$ cat src/rtl/pc_unit.sv
// Program-counter unit: sequential step, stall, redirect, call/return through a
// small circular return-address stack with overflow/underflow fault pulse.
module pc_unit #(
  parameter int unsigned WIDTH        = 16,
  parameter int unsigned STEP         = 1,
  parameter int unsigned RESET_VECTOR = 0,
  parameter int unsigned RAS_DEPTH    = 4
) (
  input  logic             Clk,
  input  logic             Rst_n,
  input  logic             Stall,
  input  logic             Redirect,
  input  logic             Call,
  input  logic             Return,
  input  logic [WIDTH-1:0] Target,
  output logic [WIDTH-1:0] PcOutput,
  output logic [WIDTH-1:0] PcPlusStep,
  output logic             RasEmpty,
  output logic             RasFull,
  output logic             RasFault
);

  localparam int unsigned PTR_W = (RAS_DEPTH > 1) ? $clog2(RAS_DEPTH) : 1;
  localparam int unsigned CNT_W = PTR_W + 1;

  localparam logic [WIDTH-1:0] RST_PC   = WIDTH'(RESET_VECTOR);
  localparam logic [WIDTH-1:0] STEP_VAL = WIDTH'(STEP);
  localparam logic [CNT_W-1:0] CNT_MAX  = CNT_W'(RAS_DEPTH);

  logic [WIDTH-1:0] pc_q, pc_d;
  logic [PTR_W-1:0] top_q, top_d, top_m1;
  logic [CNT_W-1:0] cnt_q, cnt_d;
  logic             fault_q, fault_d;
  logic             empty_q, full_q;
  logic             ras_we;
  logic [WIDTH-1:0] ras_mem [RAS_DEPTH];

  // top_q points at the next free slot; the newest entry sits just below it
  assign top_m1     = top_q - PTR_W'(1);
  assign PcPlusStep = pc_q + STEP_VAL;

  // One action per edge, highest priority first
  always_comb begin
    pc_d    = pc_q;
    top_d   = top_q;
    cnt_d   = cnt_q;
    fault_d = 1'b0;
    ras_we  = 1'b0;
    if (Stall) begin
      pc_d = pc_q;
    end else if (Return) begin
      if (cnt_q != '0) begin
        pc_d  = ras_mem[top_m1];
        top_d = top_m1;
        cnt_d = cnt_q - CNT_W'(1);
      end else begin
        pc_d    = RST_PC;
        fault_d = 1'b1;
      end
    end else if (Call) begin
      // When full, the slot at top_q holds the oldest entry and is overwritten
      ras_we = 1'b1;
      top_d  = top_q + PTR_W'(1);
      pc_d   = Target;
      if (cnt_q == CNT_MAX) begin
        fault_d = 1'b1;
      end else begin
        cnt_d = cnt_q + CNT_W'(1);
      end
    end else if (Redirect) begin
      pc_d = Target;
    end else begin
      pc_d = PcPlusStep;
    end
  end

  always_ff @(posedge Clk or negedge Rst_n) begin
    if (!Rst_n) begin
      pc_q    <= RST_PC;
      top_q   <= '0;
      cnt_q   <= '0;
      fault_q <= 1'b0;
      empty_q <= 1'b1;
      full_q  <= 1'b0;
    end else begin
      pc_q    <= pc_d;
      top_q   <= top_d;
      cnt_q   <= cnt_d;
      fault_q <= fault_d;
      empty_q <= (cnt_d == '0);
      full_q  <= (cnt_d == CNT_MAX);
    end
  end

  // Stack storage needs no reset; the count qualifies every read
  always_ff @(posedge Clk) begin
    if (ras_we) begin
      ras_mem[top_q] <= PcPlusStep;
    end
  end

  assign PcOutput = pc_q;
  assign RasEmpty = empty_q;
  assign RasFull  = full_q;
  assign RasFault = fault_q;

endmodule

$ cat config.mk
export PLATFORM = sky130hd
export DESIGN_NAME = pc_unit
export DESIGN_NICKNAME = d
export VERILOG_FILES = /design/src/rtl/pc_unit.sv
export SDC_FILE = /design/constraint.sdc
export NUM_CORES = 1
export LEC_CHECK = 0
export BUFFER_PORTS_ARGS = -buffer_cell sky130_fd_sc_hd__buf_4
export CAP_MARGIN = 25
export CELL_PAD_IN_SITES_DETAIL_PLACEMENT = 1
export CELL_PAD_IN_SITES_GLOBAL_PLACEMENT = 2
export CORE_MARGIN = 1.5
export CORE_UTILIZATION = 40
export CTS_CLUSTER_DIAMETER = 50
export DETAILED_ROUTE_END_ITERATION = 12
export PLACE_DENSITY_LB_ADDON = 0.1
export SYNTH_ARGS = -nofsm -noshare
export SYNTH_HDL_FRONTEND = slang
export SYNTH_SLANG_ARGS = --single-unit
$ cat constraint.sdc
create_clock -name Clk -period 3 [get_ports Clk]
set_input_delay 0.45 -clock Clk [delete_from_list [all_inputs] [get_ports Clk]]
set_output_delay 0.45 -clock Clk [all_outputs]
set_load 0.01 [all_outputs]
-- Word level (Yosys, flattened, before mapping)
Memory sizes are Yosys's and may differ from the RTL's.
Cells that the tools add are included.
- reductions and logical operators: 4
- equal/unequal tests: 3
- add/sub/neg operators: 5
- bitwise gates (word level): 1
- mux-type cells: 22
- operator list (cell ; count):
    two-way mux 16 bit ; 4
    adder 16 x 1 -> 16 bit (second input constant) ; 1
    two-way mux 3 bit ; 5
    two-way mux 1 bit ; 10
    == test 3 bit (second input constant) ; 2
    two-way mux 2 bit ; 3
    adder 3 x 1 -> 3 bit (second input constant) ; 1
    logical NOT 3 bit ; 1
    AND reduction 3 bit ; 1
    nonzero test 3 bit ; 1
    subtractor 3 x 1 -> 3 bit (second input constant) ; 1
    adder 2 x 1 -> 2 bit (second input constant) ; 1
    != test 2 x 1 -> 1 bit (second input constant) ; 1
    nonzero test 2 bit ; 1
    subtractor 2 x 1 -> 2 bit (second input constant) ; 1
    NOT 1 bit ; 1
- memories: 1
- bits in registers: 24
- bits in writable memories: 64
- output and inout port bits: 35
- input bits: 22
- memories (name ; depth ; bits a word ; rd ports ; clocked after Yosys merged registers in ; wr ports ; RTL line ; RTL):
    ras_mem ; 4 ; 16 ; 1 ; 0 ; 1 ; 36 ; logic [WIDTH-1:0] ras_mem [RAS_DEPTH];

-- Longest topological paths before layout
Gate-level depths: netlist (run 1).
- depth in word-level cells: 6
- gate-level depth with buffers: 9
- gate-level depth less buffers: 6

-- Least setup slack after synthesis (run 1)
OpenSTA, ideal clock, no wires.
- path kind: reg2reg
- start: reg top_q[0]
- end: reg pc_q[13], in the netlist PcOutput[13]
- setup slack: 0.600 ns
- stages on the path, launching flop included: 10
- buffers on the path: 4
- library setup time: 0.134 ns
- clock period less this slack: 2.400 ns
- arrival time: 2.266 ns
- cell sequence: dfrtp_1 -> buf_6 -> buf_6 -> inv_1 -> ha_1 -> clkbuf_1 -> buf_2 -> mux4_2 -> a222oi_1 -> o21ai_1
- cells in the longest elaborated chain, start to end: 4
- RTL lines (item ; RTL line ; RTL):
    start: declaration ; 31 ; logic [PTR_W-1:0] top_q, top_d, top_m1;
    start signal: assignment ; 87 ; top_q <= top_d;
    subtractor 2 x 1 -> 2 bit ; 39 ; assign top_m1 = top_q - PTR_W'(1);
    memory read (4 x 16 bit) ; -- ;
    two-way mux 16 bit ; 52 ; if (cnt_q != '0) begin
    two-way mux 16 bit ; 51 ; end else if (Return) begin
    end signal: assignment ; 86 ; pc_q <= pc_d;
    end: declaration ; 30 ; logic [WIDTH-1:0] pc_q, pc_d;
No other way between the ends.
A chain may end at the register's enable or synchronous reset.

-- Final worst setup path (run 1)
- start: reg pc_q[0], in the netlist PcOutput[0]
- end: out PcPlusStep[12]
- cells in the longest elaborated chain, start to end: 1
- RTL lines (item ; RTL line ; RTL):
    adder 16 x 1 -> 16 bit ; 40 ; assign PcPlusStep = pc_q + STEP_VAL;
    end: declaration ; 17 ; output logic [WIDTH-1:0] PcPlusStep,
No other way between the ends.

==> results of run 1 <==
## area by class of cell
cell class	instances	area share [%]
Sequential cell	88	51.8
Multi-Input combinational cell	164	28.7
Timing Repair Buffer	69	10.9
Tap cell	133	3.42
Clock buffer	11	2.70
Inverter	17	1.31
Clock inverter	5	1.18
## layer usage
layer / vias to the layer above / part of all wire (%) / track usage (%)
met2: 58 / 47 / 32.7
met4: 0 / 1.2 / 6.75
li1: 1241 / - / -
met5: - / 0 / 0
met3: 9 / 4.2 / 3.78
met1: 1382 / 47 / 27.9
## state kept, by name, summed over array words and instances (netlist names)
| name | count |
|---|---|
| ras_mem | 64 |
| PcOutput | 16 |
| cnt_q | 3 |
| top_q | 2 |
| RasEmpty | 1 |
| RasFault | 1 |
| RasFull | 1 |
## synthesized netlist by cell type (6+ instances only)
cell	n	share of area, %
nor3_1	7	0.86
mux4_2	16	8.9
clkbuf_1	7	0.65
nand2_1	14	1.3
nand3_1	8	0.99
o21ai_0	11	1.4
edfxtp_1	64	47
xnor2_1	10	2.2
inv_1	17	1.6
nor2_1	7	0.65
a31oi_1	6	0.92
ha_1	8	2.5
and3_1	8	1.2
dfrtp_1	23	14
## where the power goes
part	switching (mW)	internal, mW
clock	0.418	0.384
combinational	0.952	0.852
sequential	0.206	1.62
## placed cells by master (no fill, tap or decap), types with 9 or more instances in the layout
cell      instances
buf_4            68
inv_1            17
dfrtp_1          23
edfxtp_1         64
mux4_2           16
clkbuf_8          9
o21ai_0          11
xnor2_1          10
nand2_1          14
## worst max-delay path by stage
stage,from,to,cells after the start
2_1_floorplan,top_q[0]$_DFFE_PN0P_,PcOutput[13]$_DFFE_PN0N_,9
3_3_place_gp,PcOutput[4]$_DFFE_PN0N_,PcPlusStep[13],5
3_5_place_dp,PcOutput[0]$_DFFE_PN0N_,PcPlusStep[12],5
4_1_cts,PcOutput[0]$_DFFE_PN0N_,PcPlusStep[12],5
5_1_grt,PcOutput[0]$_DFFE_PN0N_,PcPlusStep[12],5
6_report,PcOutput[0]$_DFFE_PN0N_,PcPlusStep[12],5
## metrics by stage
stage                     std cells  setup WS [ns]  power (mW)  instance area, sq um  hold slack [ns]
after floorplan                 284          0.600        2.94                  4060            0.154
after global placement          471          0.839        3.64                  4680            0.391
after detailed placement        471          0.746        3.68                  4680            0.402
after CTS                       487          0.317        4.48                  4870          0.00312
after global routing            487          0.129        4.71                  4870          0.00277
final                           487          0.362        4.43                  4870          0.00760
## cells by family (layout without fill, tap and decap cells)
kind of cell,count (synthesis),count (layout)
mux,18,18
compound gates,62,62
xor+xnor,13,13
flops,88,88
buf+inv,32,102
fa+ha+maj,8,8
simple gates,63,63
## worst register-to-register path, cell delays in order (launching register included)
cell      delay, ns
dfrtp_1        0.38
inv_1          0.10
ha_1           0.53
buf_4          0.26
mux4_2         0.32
a222oi_1       0.32
o21ai_1        0.11
==> impl_metrics.py, run 1 <==
metrics = {
    "die": {
        "dieArea_sq_mm": 0.0108,
        "fp-row-count": 36,
        "chipHeight_um": 104,
        "start_util_pct": 41.3,
        "die_x_um": 104,
        "coreArea_sq_mm": 0.00982,
        "pin_count": 57,
    },
    "power": {
        "p_leak_nw": 1.84,
        "power.density_mw_per_mm2": 910,
        "vdd_drop_max_uv": 432,
    },
    "detailed_routing": {
        "first_pass_iters": 4,
        "via_count": 2690,
        "drt_iter0_drc": 128,
        "wl_per_cell_um": 20.9,
        "drc": 0,
        "ant_nets": 0,
        "via_per_inst": 5.52,
        "routed_wl_um": 10200,
    },
    "setup_path": {
        "crit_path_end_kind": "output port",
        "reg2reg_slack_ns": 0.86,
        "cp-start-kind": "flop",
        "required_ns": 2.55,
        "path_class": "reg2out",
        "reg2reg_to": "PcOutput[13]$_DFFE_PN0N_",
        "crit_chain": "ha_1, nand3_1, nor3_1, xnor2_1, buf_4",
        "worstPathMaxFanout": 7,
        "crit_family": "simple AND/OR/NAND/NOR gates",
        "cp.arrival_ns": 2.19,
        "r2r_start": "top_q[1]$_DFFE_PN0P_",
        "rr_worst_depth": 6,
        "worst-path-buf-inv": 1,
        "cpPeakStageDelay_ns": 0.47,
        "cpMaxStageDelayCell": "dfrtp_1",
    },
    "cts": {
        "cts.sinks": 88,
        "clk_pin_slew_ns": 0.09,
        "post_cts_resize_count": 0,
        "post_cts_buffers": 0,
        "cts_buffers": 9,
        "cts_tree": "built",
        "insertion_delay_ns": 0.35,
        "htreeDepth": 3,
        "postCtsHoldBufs": 0,
        "cts_root_buffer": "clkbuf_8",
        "cts_buffer_depth": 2,
    },
    "sta": {
        "tns_ns": 0,
        "finalCritPeriodShare_pct": 87.9,
        "drv_slew": 0,
        "fmax_mhz": 379,
        "skew_ns": 0.0154,
        "tightest_slew_ns": 0.880,
        "relSlewSlack_pct": 40.9,
        "setup_violations": 0,
        "period_needed_ns": 2.64,
        "finalHoldViolCount": 0,
        "rsz0062_at_grt": "false",
    },
    "place": {
        "io_buffers": 56,
        "place_congestion": 0.742,
        "dpl.hpwl_um": 7060,
    },
    "cells_and_area": {
        "syn2layout_area_growth_pct": 19.9,
        "seqCellArea_sq_mm": 0.00252,
        "multi_input_area_sq_mm": 0.00140,
        "num_antenna_cells": 0,
        "drive_above_1_share_pct": 30.2,
        "nFillCells": 1033,
        "fin_util_pct": 49.6,
        "fin_nets": 379,
    },
    "grt": {
        "antenna_found_initial": 0,
        "grt_overflow": 0,
        "grt_max_degree": 28,
        "grt_pass1_wl_um": 16600,
        "first_global_vias": 2910,
        "grt_usage_pct": 20.3,
    },
    "yosys": {
        "synth-simple-area-share_pct": 8.81,
        "synth_seq_cells": 88,
        "async_reset_ff_share_pct": 27.3,
        "syn_area_sq_mm": 0.00406,
        "synth_mux_area_share_pct": 9.37,
        "synth_compound_area_share_pct": 10.9,
        "syn-num-nets": 314,
        "ys_seq_area_share_pct": 62.2,
        "synth_top_family_by_area": "compound AO/OA/AOI/OAI gates",
        "synthDistinctLibCells": 52,
        "yosys_warnings": 0,
        "synth-adder-area-share_pct": 2.47,
        "synthXorXnorAreaFrac_pct": 2.80,
        "synth_edf_count": 64,
        "netlist_instances": 284,
        "syn_area_per_cell_sq_um": 14.3,
        "ys.flop_type": "edfxtp_1",
    },
    "worst_hold_path": {
        "min_path_type": "in2async",
    },
    "run_status": {
        "status": "finished, final reports clean",
    },
    "job": {
        "maxCapViolCount": 0,
    },
}
Power figures use the tool's default switching activity.
==> inputs of run 2 (changes only) <==
REMOVE_ABC_BUFFERS = 1   (was not set)
==> impl_metrics.py, run 2 (synthesized netlist as in run 1, its figures left out) <==
metrics = {
    "grt": {
        "use_met1_pct": 29.0,
        "busiest_layer": "met2",
        "grt_overflow": 0,
        "antenna_found_initial": 0,
        "grt_usage_pct": 19.9,
        "first_global_vias": 2775,
        "grt_pass1_wl_um": 16000,
        "grt_util_met2_pct": 30.6,
        "use_met3_pct": 3.52,
        "grt_max_degree": 28,
    },
    "sta": {
        "relSlewSlack_pct": 42.0,
        "fmax_mhz": 379,
        "rsz0062_at_grt": "false",
        "worst_slack_ns": 0.362,
        "finalCritPeriodShare_pct": 87.9,
        "tns_ns": 0,
        "drv_slew": 0,
        "period_needed_ns": 2.64,
        "skew_ns": 0.0133,
        "finalHoldViolCount": 0,
        "tightest_slew_ns": 0.863,
        "setup_violations": 0,
    },
    "die": {
        "chipHeight_um": 104,
        "fp-row-count": 36,
        "pin_count": 57,
        "start_util_pct": 41.3,
        "dieArea_sq_mm": 0.0108,
        "die_x_um": 104,
        "coreArea_sq_mm": 0.00982,
    },
    "power": {
        "internal_power_mw": 2.83,
        "power.density_mw_per_mm2": 905,
        "switching_share_pct": 35.3,
        "pwr-share-seq_pct": 41.4,
        "p_leak_nw": 1.82,
        "p_sw_mw": 1.54,
        "combPwrFrac_pct": 40.5,
        "vdd_drop_max_uv": 611,
        "clockPowerShare_pct": 18.1,
    },
    "place": {
        "io_buffers": 56,
        "place_congestion": 0.735,
        "preCtsSetupSlack_ns": 0.743,
        "dpl.hpwl_um": 6790,
    },
    "cells_and_area": {
        "layout_common_cells": "buf_4 (66), edfxtp_1 (64), dfrtp_1 (23)",
        "layout_commonest_cell": "buf_4",
        "nFillCells": 1025,
        "seqCellArea_sq_mm": 0.00252,
        "fin_nets": 376,
        "num_antenna_cells": 0,
        "largest_register": "ras_mem",
        "syn2layout_area_growth_pct": 19.1,
        "drive_above_1_share_pct": 29.6,
        "largest_reg_flops": 64,
        "fin_util_pct": 49.2,
        "multi_input_area_sq_mm": 0.00140,
    },
    "cts": {
        "cts_buffers": 9,
        "insertion_delay_ns": 0.35,
        "cts.sinks": 88,
        "post_cts_resize_count": 0,
        "htreeDepth": 3,
        "post_cts_buffers": 0,
        "postCtsHoldBufs": 0,
        "cts_tree": "built",
        "clk_pin_slew_ns": 0.09,
        "cts_buffer_depth": 2,
        "cts_root_buffer": "clkbuf_8",
    },
    "detailed_routing": {
        "drc": 0,
        "ant_nets": 0,
        "drt_iter0_drc": 197,
        "routed_wl_um": 10100,
        "wl_per_cell_um": 21.0,
        "via_per_inst": 5.55,
        "via_count": 2688,
        "first_pass_iters": 5,
    },
    "setup_path": {
        "crit_path_end_kind": "output port",
        "required_ns": 2.55,
        "rr_worst_depth": 7,
        "worstPathMaxFanout": 7,
        "cp-start-kind": "flop",
        "cp.arrival_ns": 2.19,
        "path_class": "reg2out",
    },
    "worst_hold_path": {
        "min_path_type": "in2async",
    },
    "job": {
        "maxCapViolCount": 0,
    },
    "run_status": {
        "status": "finished, final reports clean",
    },
}
run 2: cell count changes in the layout (fill, tap and decap cells not counted), sizes merged:
cell      before  now
clkinv         1    2
buf           69   66
clkinvlp       3    2
run 2: worst max-delay path, cell delays in order, from the launching register on:
cell and delay, ns:
dfrtp_1 0.47, ha_1 0.23, nand3_1 0.24, nor3_1 0.41, xnor2_1 0.30, buf_4 0.21
run 2: through the flow:
step	area, sq um	total power, mW	cells	hold slack [ns]
2_1_floorplan	3980	2.88	269	0.154
3_3_place_gp	4640	3.59	468	0.396
3_5_place_dp	4640	3.63	468	0.394
4_1_cts	4830	4.43	484	0.00290
5_1_grt	4830	4.65	484	0.0106
6_report	4830	4.37	484	0.0111
run 2: power by group through the flow:
stage | registers (mW) | logic (mW) | clock network [mW]
final | 1.81 | 1.77 | 0.790
after global routing | 1.85 | 1.95 | 0.857
after CTS | 1.81 | 1.80 | 0.816
after detailed placement | 1.84 | 1.79 | 0
after global placement | 1.82 | 1.77 | 0
after floorplan | 1.89 | 0.991 | 0
run 2: path summary, 6_finish.rpt:
| kind | start | endpoint | slack (ns) |
|---|---|---|---|
| max in group asynchronous | Rst_n | RasEmpty$_DFF_PN1_ | 2.67 |
| max | PcOutput[1]$_DFFE_PN0N_ | PcPlusStep[12] | 0.36 |
| max reg2reg | top_q[1]$_DFFE_PN0P_ | PcOutput[12]$_DFFE_PN0N_ | 0.94 |
| min in group Clk | Target[13] | PcOutput[13]$_DFFE_PN0N_ | 0.33 |
| min reg2reg | cnt_q[1]$_DFF_PN0_ | cnt_q[1]$_DFF_PN0_ | 0.54 |
| min | Rst_n | PcOutput[13]$_DFFE_PN0N_ | 0.01 |
run 2: cell type report:
class                      instances  area share [%]
timing repair buffer              66            10.2
multi-input combinational        164            28.9
sequential                        88            52.2
clock inverter                     5            1.22
tap                              133            3.44
clock buffer                      11            2.72
inverter                          17            1.32
run 2: routing by layer:
layer	routed length, um	part of all wire, %	vias to the layer above
met5	0	0	-
met4	102	1.0	0
met3	508	5.0	7
met2	4820	47	67
met1	4720	47	1376
li1	-	-	1238
==> inputs of run 3 (changes only) <==
==> constraint.sdc (replaced) <==
create_clock -name Clk -period 3 [get_ports Clk]
set_input_delay 0 -clock Clk [delete_from_list [all_inputs] [get_ports Clk]]
set_output_delay 0 -clock Clk [all_outputs]
set_load 0.01 [all_outputs]
==> impl_metrics.py, run 3 (synthesized netlist as in run 1, its figures left out) <==
metrics = {
    "run_status": {
        "status": "finished, final reports clean",
    },
    "cts": {
        "post_cts_buffers": 0,
        "post_cts_resize_count": 0,
        "cts.sinks": 88,
        "cts_tree": "built",
        "insertion_delay_ns": 0.35,
        "htreeDepth": 3,
        "cts_buffer_depth": 2,
        "clk_pin_slew_ns": 0.09,
        "cts_buffers": 9,
        "cts_root_buffer": "clkbuf_8",
    },
    "die": {
        "start_util_pct": 41.3,
        "dieArea_sq_mm": 0.0108,
        "chipHeight_um": 104,
        "fp-row-count": 36,
        "pin_count": 57,
        "coreArea_sq_mm": 0.00982,
        "die_x_um": 104,
    },
    "detailed_routing": {
        "routed_wl_um": 10000,
        "wl_met1_um": 4640,
        "first_pass_iters": 6,
        "via_count": 2706,
        "drt_iter0_drc": 161,
        "wl_met3_um": 485,
        "via_per_inst": 5.51,
        "ant_nets": 0,
        "drc": 0,
        "top_layer_used": "met4",
        "met2_length_um": 4820,
        "wl_per_cell_um": 20.4,
    },
    "sta": {
        "rsz0062_at_grt": "false",
        "worst_slack_ns": 0.758,
        "setup_violations": 0,
        "tns_ns": 0,
        "finalCritPeriodShare_pct": 74.7,
        "relSlewSlack_pct": 41.2,
        "period_needed_ns": 2.24,
        "tightest_slew_ns": 0.875,
        "skew_ns": 0.0138,
        "finalHoldViolCount": 0,
        "fmax_mhz": 446,
        "drv_slew": 0,
    },
    "place": {
        "place_congestion": 0.721,
        "dpl.hpwl_um": 6740,
        "preCtsSetupSlack_ns": 0.786,
        "io_buffers": 56,
        "place_area_sq_mm": 0.00463,
    },
    "cells_and_area": {
        "largest_register": "ras_mem",
        "layout_common_cells": "buf_4 (64), edfxtp_1 (64), dfrtp_1 (23)",
        "multi_input_area_sq_mm": 0.00140,
        "num_antenna_cells": 0,
        "fin_nets": 383,
        "drive_above_1_share_pct": 28.5,
        "nFillCells": 1037,
        "final_cell_area_sq_mm": 0.00489,
        "seqCellArea_sq_mm": 0.00252,
        "syn2layout_area_growth_pct": 20.5,
        "largest_reg_flops": 64,
    },
    "setup_path": {
        "path_class": "reg2out",
        "cp.arrival_ns": 2.24,
        "cp-start-kind": "flop",
        "crit_path_end_kind": "output port",
        "worstPathMaxFanout": 7,
        "required_ns": 3.00,
    },
    "power": {
        "p_leak_nw": 1.84,
        "vdd_drop_max_uv": 391,
        "power.density_mw_per_mm2": 882,
        "p_total_mw": 4.31,
    },
    "grt": {
        "first_global_vias": 2830,
        "antenna_found_initial": 0,
        "grt_usage_pct": 19.6,
        "grt_overflow": 0,
        "grt_max_degree": 28,
        "grt_pass1_wl_um": 16100,
    },
    "job": {
        "maxCapViolCount": 0,
    },
    "worst_hold_path": {
        "min_path_type": "in2reg",
    },
}
run 3: cell count changes in the layout (fill, tap and decap cells not counted):
cell,delta
buf_4,-2
bufinv_16,-1
inv_6,+1
dlygate4sd3_1,+9
clkinv_4,+1
clkinv_2,-1
run 3: per-stage QoR:
stage / utilization (%) / hold slack (ns) / std cells
after floorplan: - / -0.296 / 269
after global placement: 47.1 / -0.0595 / 466
after detailed placement: 47.1 / -0.0616 / 466
after CTS: 49.8 / 0.00396 / 491
after global routing: 49.8 / 0.0327 / 491
final: 49.8 / 0.0180 / 491
run 3: layout make-up:
| class | count | area share [%] |
|---|---|---|
| Tap cell | 133 | 3.40 |
| Timing Repair Buffer | 73 | 11.7 |
| Inverter | 17 | 1.30 |
| Multi-Input combinational cell | 164 | 28.5 |
| Clock inverter | 5 | 0.844 |
| Sequential cell | 88 | 51.6 |
| Clock buffer | 11 | 2.69 |
run 3: power breakdown:
part	internal (mW)	total, mW	switching, mW
Combinational	0.836	1.75	0.910
Sequential	1.62	1.83	0.211
Clock	0.308	0.737	0.429
run 3: critical path: stages, from the launching register on:
cell     delay, ns
dfrtp_1       0.47
ha_1          0.23
nand3_1       0.25
nor3_1        0.42
xnor2_1       0.32
buf_4         0.21
run 3: worst paths after layout:
path | startpoint | to | slack [ns] | depth (start not counted)
max in group asynchronous | Rst_n | RasEmpty$_DFF_PN1_ | 2.58 | 2
min in group asynchronous | Rst_n | PcOutput[11]$_DFFE_PN0N_ | 0.10 | 2
worst min-delay path | Target[15] | PcOutput[15]$_DFFE_PN0N_ | 0.02 | 3
worst max register to register | top_q[1]$_DFFE_PN0P_ | PcOutput[8]$_DFFE_PN0N_ | 0.80 | 6
worst max-delay path | PcOutput[0]$_DFFE_PN0N_ | PcPlusStep[12] | 0.76 | 5
worst min register to register | cnt_q[1]$_DFF_PN0_ | cnt_q[1]$_DFF_PN0_ | 0.55 | 1
run 3: repair_timing:
action,CTS,global route
endpoints found under the setup margin,0,0
hold buffers,9,0
hold endpoints to repair,32,0
run 3: per-layer routing:
layer / vias up / GRT usage [%]
met4: 0 / 5.16
li1: 1254 / -
met5: - / 0
met2: 65 / 31.5
met1: 1381 / 28.1
met3: 6 / 3.08
